<file path="src/rtl/pattern_driver_pkg.sv">
// Shared types and default sizes for the pattern_driver vector engine.
package pattern_driver_pkg;

    localparam int PD_DATA_W = 32;
    localparam int PD_PIN_W  = 31;
    localparam int PD_PER_W  = 16;
    localparam int PD_CNT_W  = 32;

    typedef enum logic [1:0] {
        IDLE  = 2'd0,
        FETCH = 2'd1,
        HOLD  = 2'd2
    } state_t;

endpackage

</file>
<file path="src/rtl/pattern_driver_if.sv">
// Vector stream from the dual-clock FIFO into pattern_driver.
// A word moves on every rising clk where in_valid and in_ready are both high; in_ready never depends on in_valid.
interface pattern_driver_if
    import pattern_driver_pkg::*;
#(
    parameter int DATA_W = PD_DATA_W
);

    logic [DATA_W-1:0] in_data;
    logic              in_valid;
    logic              in_ready;

    modport master (output in_data, output in_valid, input in_ready);
    modport slave  (input in_data, input in_valid, output in_ready);

endinterface

</file>
<file path="src/rtl/pd_hold_counter.sv">
// Loadable down-counter timing how long each vector is held; a zero period loads as one cycle.
module pd_hold_counter
    import pattern_driver_pkg::*;
#(
    parameter int PER_W = PD_PER_W
) (
    input  logic             clk,
    input  logic             reset,
    input  logic             load,
    input  logic             en,
    input  logic [PER_W-1:0] period,
    output logic             zero
);

    logic [PER_W-1:0] cnt;

    always_ff @(posedge clk) begin
        if (reset) begin
            cnt <= '0;
        end else if (load) begin
            cnt <= (period == '0) ? '0 : period - PER_W'(1);
        end else if (en && cnt != '0) begin
            cnt <= cnt - PER_W'(1);
        end
    end

    assign zero = (cnt == '0);

endmodule

</file>
<file path="src/rtl/pattern_driver.sv">
// Streaming test-vector driver: pops FIFO words onto the DUT pins, holding each for a programmable period.
// Optional response capture at the end of each vector is enabled by defining PATTERN_DRIVER_CAPTURE_EN.
module pattern_driver
    import pattern_driver_pkg::*;
#(
    parameter int DATA_W = PD_DATA_W,
    parameter int PIN_W  = PD_PIN_W,
    parameter int PER_W  = PD_PER_W,
    parameter int CNT_W  = PD_CNT_W
) (
    input  logic             clk,
    input  logic             reset,
    input  logic             enable,
    input  logic [PER_W-1:0] period,
    pattern_driver_if.slave  stream,
    output logic [PIN_W-1:0] pins_out,
    output logic             pins_oe,
    input  logic [PIN_W-1:0] resp_in,
    output logic [PIN_W-1:0] resp_data,
    output logic             resp_valid,
    output logic             busy,
    output logic [CNT_W-1:0] vec_count,
    output logic             underrun,
    output state_t           state_dbg
);

    state_t state, state_next;
    logic   zero;
    logic   accept;
    logic   start;
    logic   set_underrun;
    logic   clr_pins;
    logic   last_cycle;
    logic   unused_data;

    // Gated by reset so the FIFO never pops during the cycle reset is sampled.
    assign stream.in_ready = ~reset & ((state == FETCH) | ((state == HOLD) & zero & enable));
    assign accept          = stream.in_valid & stream.in_ready;
    assign last_cycle      = (state == HOLD) & zero;
    assign busy            = (state != IDLE);
    assign state_dbg       = state;
    assign unused_data     = ^stream.in_data;

    pd_hold_counter #(.PER_W(PER_W)) u_hold_counter (
        .clk    (clk),
        .reset  (reset),
        .load   (accept),
        .en     (state == HOLD),
        .period (period),
        .zero   (zero)
    );

    always_comb begin
        state_next   = state;
        start        = 1'b0;
        set_underrun = 1'b0;
        clr_pins     = 1'b0;
        case (state)
            IDLE: begin
                if (enable) begin
                    state_next = FETCH;
                    start      = 1'b1;
                end
            end
            FETCH: begin
                if (accept) begin
                    state_next = HOLD;
                end else if (enable) begin
                    set_underrun = 1'b1;
                end else begin
                    state_next = IDLE;
                    clr_pins   = 1'b1;
                end
            end
            HOLD: begin
                if (zero && !accept) begin
                    if (enable) begin
                        state_next   = FETCH;
                        set_underrun = 1'b1;
                    end else begin
                        state_next = IDLE;
                        clr_pins   = 1'b1;
                    end
                end
            end
            default: state_next = IDLE;
        endcase
    end

    always_ff @(posedge clk) begin
        if (reset) begin
            state     <= IDLE;
            pins_out  <= '0;
            pins_oe   <= 1'b0;
            vec_count <= '0;
            underrun  <= 1'b0;
        end else begin
            state <= state_next;
            if (start) begin
                vec_count <= '0;
                underrun  <= 1'b0;
            end
            if (accept) begin
                pins_out  <= stream.in_data[PIN_W-1:0];
                pins_oe   <= 1'b1;
                vec_count <= vec_count + CNT_W'(1);
            end else if (clr_pins) begin
                pins_out <= '0;
                pins_oe  <= 1'b0;
            end
            if (set_underrun) begin
                underrun <= 1'b1;
            end
        end
    end

`ifdef PATTERN_DRIVER_CAPTURE_EN
    always_ff @(posedge clk) begin
        if (reset) begin
            resp_data  <= '0;
            resp_valid <= 1'b0;
        end else begin
            resp_valid <= last_cycle;
            if (last_cycle) begin
                resp_data <= resp_in;
            end
        end
    end
`else
    logic unused_resp;
    assign unused_resp = ^{resp_in, last_cycle};
    assign resp_data   = '0;
    assign resp_valid  = 1'b0;
`endif

endmodule

</file>
<file path="src/flat_wrapper.sv">
// flat-port wrapper written by rule: the top's interface ports become plain ports
module pattern_driver_flat import pattern_driver_pkg::*;
#(
    parameter int DATA_W = PD_DATA_W,
    parameter int PIN_W  = PD_PIN_W,
    parameter int PER_W  = PD_PER_W,
    parameter int CNT_W  = PD_CNT_W
)
  (clk, reset, enable, period, pins_out, pins_oe, resp_in, resp_data, resp_valid, busy, vec_count, underrun, state_dbg, stream_in_data, stream_in_valid, stream_in_ready);
  pattern_driver_if #(.DATA_W(DATA_W)) stream_i ();
  input  logic clk;
  input  logic reset;
  input  logic enable;
  input  logic [PER_W-1:0] period;
  output logic [PIN_W-1:0] pins_out;
  output logic pins_oe;
  input  logic [PIN_W-1:0] resp_in;
  output logic [PIN_W-1:0] resp_data;
  output logic resp_valid;
  output logic busy;
  output logic [CNT_W-1:0] vec_count;
  output logic underrun;
  output state_t state_dbg;
  input wire logic [$bits(stream_i.in_data)-1:0] stream_in_data;
  input wire logic [$bits(stream_i.in_valid)-1:0] stream_in_valid;
  output wire logic [$bits(stream_i.in_ready)-1:0] stream_in_ready;
  assign stream_i.in_data = stream_in_data;
  assign stream_i.in_valid = stream_in_valid;
  assign stream_in_ready = stream_i.in_ready;
  pattern_driver #(.DATA_W(DATA_W), .PIN_W(PIN_W), .PER_W(PER_W), .CNT_W(CNT_W)) u_core (.clk(clk), .reset(reset), .enable(enable), .period(period), .stream(stream_i), .pins_out(pins_out), .pins_oe(pins_oe), .resp_in(resp_in), .resp_data(resp_data), .resp_valid(resp_valid), .busy(busy), .vec_count(vec_count), .underrun(underrun), .state_dbg(state_dbg));
endmodule
</file>
<file path="config.mk">
export PLATFORM = sky130hd
export DESIGN_NAME = pattern_driver_flat
export DESIGN_NICKNAME = d
export VERILOG_FILES = /design/src/rtl/pattern_driver_pkg.sv /design/src/rtl/pattern_driver_if.sv /design/src/rtl/pd_hold_counter.sv /design/src/rtl/pattern_driver.sv /design/src/flat_wrapper.sv
export SDC_FILE = /design/constraint.sdc
export NUM_CORES = 1
export LEC_CHECK = 0
export ABC_AREA = 0
export CAP_MARGIN = 20
export CORE_MARGIN = 2
export CORE_UTILIZATION = 35
export CTS_BUF_LIST = sky130_fd_sc_hd__clkbuf_4
export DETAILED_ROUTE_END_ITERATION = 12
export DONT_BUFFER_PORTS = 1
export PLACE_DENSITY_LB_ADDON = 0.2
export SYNTH_ARGS = -nofsm -noshare
export SYNTH_HDL_FRONTEND = slang
export SYNTH_HIERARCHICAL = 1
export SYNTH_SLANG_ARGS = --single-unit
</file>
<file path="constraint.sdc">
create_clock -name clk -period 2.8 [get_ports clk]
set_input_delay 0.56 -clock clk [delete_from_list [all_inputs] [get_ports clk]]
set_output_delay 0.56 -clock clk [all_outputs]
set_load 0.01 [all_outputs]
</file>
==> Yosys cells after proc, flatten, opt, wreduce, memory -nomap -nowiden <==
Cells that the tools add are included.
{ "totals": {"regBits": 83, "input_bits": 83, "output_inout_bits": 101, "word_cells": 59} }
{ "classes": {"n_addsub": 3, "n_eq_ne": 5, "n_mux": 26, "bitwise": 6, "n_reduce_logical": 13} }
{ "ops": {"columns": ["cell", "n"], "rows": [
  ["$mux 32", 2],
  ["$mux 31", 2],
  ["$mux 16", 3],
  ["$add 32x1->32 const B", 1],
  ["$logic_not 16->1", 2],
  ["$sub 16x1->16 const B", 2],
  ["$reduce_bool 16->1", 1],
  ["$mux 1", 12],
  ["$reduce_bool 2->1", 5],
  ["$mux 2", 4],
  ["$pmux 2 s3", 1],
  ["$and 1x1->1", 4],
  ["$pmux 1 s2", 2],
  ["$ne 3x2->1 const B", 1],
  ["$reduce_and 3->1", 1],
  ["$eq 2x1->1 const B", 1],
  ["$eq 2x2->1 const B", 1],
  ["$logic_and 1x1->1", 2],
  ["$logic_not 2->1", 1],
  ["$ne 2x1->1 const B", 1],
  ["$ne 2x2->1 const B", 1],
  ["$logic_not 1->1", 1],
  ["$not 1->1", 1],
  ["$or 1x1->1", 1]
]} }

==> Depth between registers and ports, before layout <==
{ "depth": {"word_depth": 12, "ltp_mapped": 13, "ltp_nobuf": 11} }

==> Cells and area by module <==
The synthesis kept the hierarchy.
{ "modules_own_cells": {"columns": ["mod", "n_inst", "cells_each", "area_each_um2", "seq_area_each_um2"], "rows": [
  ["pattern_driver", 1, 378, 3294.4, 1341.3],
  ["pd_hold_counter", 1, 153, 1244.9, 320.3]
]} }

==> Worst setup path after synthesis <==
No wires, ideal clock.
{ "synth_path": {"path_type": "register -> register", "start": "register u_core.u_hold_counter.cnt[0]", "end": "register u_core.u_hold_counter.cnt[10]", "setup_ns": 0.095, "arrival_ns": 2.753, "required_ns": 2.705, "slack_ns": -0.048, "path_stages_with_launch": 13, "period_less_slack_ns": 2.848, "path_cell_list": "dfxtp_1 > inv_1 > ha_1 > nor4b_1 > nand4_1 > inv_1 > a31o_2 > nand2_1 > inv_1 > clkbuf_1 > clkbuf_1 > nor2_1 > a221oi_1"} }
{ "synth_between": {"elab_chain_cells": 7, "word_cells_on_any_way": 12, "cone_classes": "add/sub (1); mux (2); bitwise (5); reduce/logical (4)"} }
{ "synth_lines": {"columns": ["element", "line_no", "rtl"], "rows": [
  ["start, declared", "pd_hold_counter.sv:15", "logic [PER_W-1:0] cnt;"],
  ["start signal, assigned", "pd_hold_counter.sv:21", "cnt <= (period == '0) ? '0 : period - PER_W'(1);"],
  ["start signal, assigned", "pd_hold_counter.sv:23", "cnt <= cnt - PER_W'(1);"],
  ["$logic_not 16->1 *", "pd_hold_counter.sv:27", "assign zero = (cnt == '0);"],
  ["net u_core.zero", "pattern_driver.sv:28", "logic zero;"],
  ["$and 1x1->1 * (2 in series)", "pattern_driver.sv:37", "assign stream.in_ready = ~reset & ((state == FETCH) | ((state == HOLD) & zero & enable));"],
  ["$or 1x1->1 *", "pattern_driver.sv:37", null],
  ["$and 1x1->1 *", "pattern_driver.sv:37", null],
  ["$and 1x1->1 *", "pattern_driver.sv:38", "assign accept = stream.in_valid & stream.in_ready;"],
  ["net u_core.accept", "pattern_driver.sv:29", "logic accept;"],
  ["$mux 16 / $reduce_bool 2->1 (equally long branches)", null, null]
]} }
Mark *: on every way through the listed nets, which the timed path passes. The rest lies on a longest branch. The select of a mux whose other input is x is not followed.
A chain may end at the register's enable or synchronous reset.

==> Final worst setup path <==
{ "layout_path": {"start": "register u_core.u_hold_counter.cnt[0]", "end": "output port stream_in_ready"} }
{ "layout_between": {"elab_chain_cells": 5} }
{ "layout_lines": {"columns": ["element", "line_no", "rtl"], "rows": [
  ["$logic_not 16->1", "pd_hold_counter.sv:27", null],
  ["net u_core.zero", "pattern_driver.sv:28", null],
  ["$and 1x1->1 (2 in series)", "pattern_driver.sv:37", null],
  ["$or 1x1->1", "pattern_driver.sv:37", null],
  ["$and 1x1->1", "pattern_driver.sv:37", null],
  ["end, declared", "flat_wrapper.sv:26", "output wire logic [$bits(stream_i.in_ready)-1:0] stream_in_ready;"]
]} }
The timed path passes the listed nets, and every way through them passes these cells.

==> summary.md <==
| Metric | Value |
|---|---|
| CP Launch Type | `flop` |
| DR pass1 iterations | `4` |
| Fin crit period | `2.610 ns` |
| Worst r2r src | `u_core/u_hold_counter/cnt[0]` |
| Largest net degree at the start of global routing | `74` |
| Flip-flop and latch area | `about 0.0017 mm2` |
| Worst hold stages | `1` |
| Worst hold start | `reset` |
| Area occupied by multi-input gates | `0.002601 mm2` |
| DR iter-0 viols | `189` |
| CTS Buf Count | `9` |
| Worst Path Buf+Inv | `3` |
| HPWL after detailed placement | `~8.2 mm` |
| Sequential area share after synthesis | `between 30% and 40%` |
| Initial core utilization | `a little over a third` |
| FF-to-FF setup slack | `between 0.3 and 0.4 ns` |
| Port Buf Inserts | `0` |
| FF+latch count, synth | `83` |
| Share of the synthesized area in the top cell type | `36.60%` |
| Hold EP | `u_core/pins_out[26]` |
| Vias in the first global route | `3681` |
| WL final | `11.36 mm` |
| Detail Route Antenna Nets | `0` |
| Rows | `41` |
| Max Fclk | `383.2 MHz` |
| Share of post-route cells with drive strength above 1 | `12.66%` |
| TritonCTS Sinks | `83` |
| Number of synthesized flops with an enable pin | `0` |
| CTS tree | `yes` |
| Clk slew on worst S/H paths | `0.13 ns` |
| Setup TNS | `0 ns` |
| I/O Pins | `184` |
| Main synth FF type | `dfxtp_1` |
| Post-synth top area cell | `dfxtp_1` |
| Worst r2r dst | `u_core/vec_count[15]` |
| RePlAce Congestion | `just under 0.8` |
| Unrepaired setup endpoints after global routing | `false` |
| First-pass GRT wire length | `18.47 mm` |
| Dpl cells | `693` |
| YS warnings | `6` |
| Cell Area, Synth | `0.004539 mm2` |
| Worst Reg2Reg Path Length in Cells | `9` |
| Clk_skew | `0.01855 ns` |
| Count of different cell masters after synthesis | `65` |
| Initial antenna violation count | `1` |
| Post-CTS Setup Repair Bufs | `0` |
| DR WL/cell | `16.00 um` |
| Core Region | `0.01262 mm2` |
| Status | `finished clean` |
| Height of the die | `117.9 um` |
| Root buffer cell | `clkbuf_4` |
| Avg Vias per Cell | `5.508` |
| Layout net count | `623` |
| Ys async rst share | `0%` |
| Die Area | `between 0.01 and 0.015 mm2` |
| Largest cells by area after synthesis | `dfxtp_1, buf_4, a22oi_1` |
| CP peak stage delay | `0.37 ns` |
| Period utilization | `93.20%` |
| Top-count cell post-synth | `dfxtp_1` |
| Post-synthesis cell count | `about 530` |
| Leak Pwr | `0.001724 uW` |
| Area growth from synthesis to layout | `6.753%` |
| CP required | `2.24 ns` |
| Hold Buf Count CTS | `0` |
| Top delay family on crit path | `simple AND/OR/NAND/NOR gates` |
| Most frequent cells after synthesis | `dfxtp_1, nor2_1, nand3_1` |
| Via count | `3911` |
| Slew Viols, Final | `0` |
| Crit Path Class | `flop to output port` |
| CP max-delay cell | `dfxtp_1` |
| Cell area power density | `587.6 mW/mm2` |
| Cell Chain, Critical Path | `inv_1 -> ha_1 -> nor4b_4 -> nand4_1 -> inv_2 -> a31oi_4 -> buf_4 -> nor2_2` |
| Number of fill cells | `1328` |
| Hold WC Path Type | `input pin to flop` |
| Synthesized area per cell | `8.549 um2` |
| Worst-path fanout max | `8` |
| Critical Path AT | `a little over 2 ns` |
| DR DRC count | `0` |
| DIE WIDTH | `117.9 um` |
| Crit. Startpoint | `u_core/u_hold_counter/cnt[0]` |
| GRT Overall Usage | `16.31%` |
| Worst-Skew Late Latency | `0.47 ns` |
| Post-Layout Cell Count | `710` |
| Maximum vdd drop | `0.1721 mV` |
| Setup Viol. Count Final | `0` |
| Hold Vio Cnt, Final | `0` |
| Global route overflow | `0` |
| CP Capture Type | `output port` |
| H-tree depth | `3` |
| # Max-Cap Violations | `0` |
| Clock tree buffer depth | `2` |
layer usage:
layer  GRT usage (%)  vias up  routed length (um)
met5               0        -                   0
met4           7.078        0                 165
met3           4.845       13                 813
met2           27.07      133                5528
met1           19.52     1877                4853
li1                -     1888                   -
worst max path at each step:
stage / end / slack (ns) / cells past startpoint
2_1_floorplan: u_core/u_hold_counter/cnt[10] / 0.10 / 12
3_3_place_gp: u_core/vec_count[27] / 0.15 / 10
3_5_place_dp: u_core/vec_count[27] / 0.13 / 10
4_1_cts: stream_in_ready / 0.05 / 8
5_1_grt: stream_in_ready / 0.02 / 8
6_report: stream_in_ready / 0.19 / 8
layout make-up:
cell class	count	area share [%]
multi-input cells	400	53.68
flip-flops and latches	83	34.29
well taps	172	4.441
repair buffers	19	2.943
clock inverters	7	1.730
inverters	19	1.472
clock buffers	9	1.394
diodes	1	0.05164
where the power goes:
part	total, uW	switching, uW	internal [uW]
Clock	764	476	287
Sequential	1340	88.5	1250
Combinational	747	443	304
Total	2850	1010	1840
worst register-to-register path: stages, from the launching register on:
cell	delay, ns
dfxtp_1	0.37
inv_1	0.09
ha_1	0.15
nor4b_4	0.23
nand4_1	0.17
inv_2	0.14
a31oi_4	0.09
or3_1	0.54
nor4_1	0.41
mux2i_1	0.25
state kept, by name (all words and copies together) (netlist names):
name	count
u_core/vec_count	32
u_core/pins_out	31
u_core/underrun	1
u_core/state_dbg	2
u_core/pins_oe	1
u_core/u_hold_counter/cnt	16
per-stage QoR:
stage | area, um2 | hold WS (ns) | setup WS [ns] | total power, uW | utilization [%]
floorplan | 4657 | 0.4755 | 0.1017 | 1900 | -
global placement | 4666 | 0.4882 | 0.1486 | 2075 | 36.97
detailed placement | 4666 | 0.4948 | 0.1317 | 2090 | 36.97
CTS | 4835 | 0.09963 | 0.05001 | 2882 | 38.31
global route | 4846 | 0.09479 | 0.01521 | 3036 | 38.40
finish | 4846 | 0.1602 | 0.1903 | 2847 | 38.40
cells by family (layout without fill, tap and decap cells):
family | count (synthesis) | in the layout | share of synthesized area, %
buffers and inverters | 79 | 54 | 9.399
xor gates and xnor gates | 22 | 22 | 4.245
adders and majority gates | 8 | 8 | 2.205
AOI/OAI and AO/OA | 96 | 96 | 15.44
DFF | 83 | 83 | 36.60
and+or+nand+nor | 221 | 221 | 27.37
muxes | 21 | 21 | 4.658
other | 1 | 33 | 0.08261
cell usage in the layout (no fill, tap or decap), types with 3 or more instances in the layout:
cell | synthesis | layout
o21ai_0 | 6 | 6
nand4b_1 | 4 | 4
a21oi_1 | 13 | 13
ha_1 | 8 | 8
nor2b_1 | 4 | 4
xor2_1 | 12 | 12
a22oi_1 | 31 | 31
a211oi_1 | 4 | 4
and3_1 | 6 | 6
clkbuf_4 | 0 | 9
nor4_1 | 13 | 13
a21o_1 | 3 | 3
mux2i_1 | 20 | 20
nand3_1 | 42 | 42
o211ai_1 | 3 | 3
o22ai_1 | 10 | 10
or3_1 | 7 | 7
or2_2 | 13 | 13
dfxtp_1 | 83 | 83
a31oi_1 | 3 | 3
nor3_1 | 15 | 15
inv_1 | 18 | 17
nand4_1 | 11 | 11
xnor2_1 | 10 | 10
nand2_1 | 25 | 25
nor4_4 | 2 | 3
nor2_1 | 50 | 49
conb_1 | 1 | 32
or4_1 | 6 | 6
a311oi_1 | 5 | 5
nand3b_1 | 3 | 3
buf_4 | 33 | 19
nand2b_1 | 4 | 4
what timing repair did:
| item | CTS | global route |
|---|---|---|
| pin swaps | 0 | 1 |
| setup endpoints to repair | 1 | 1 |
| gates resized for setup | 3 | 2 |
| cloned | 0 | 0 |
| endpoints found under the hold margin | 0 | 0 |
No activity file was read; power rests on OpenSTA's default activity.
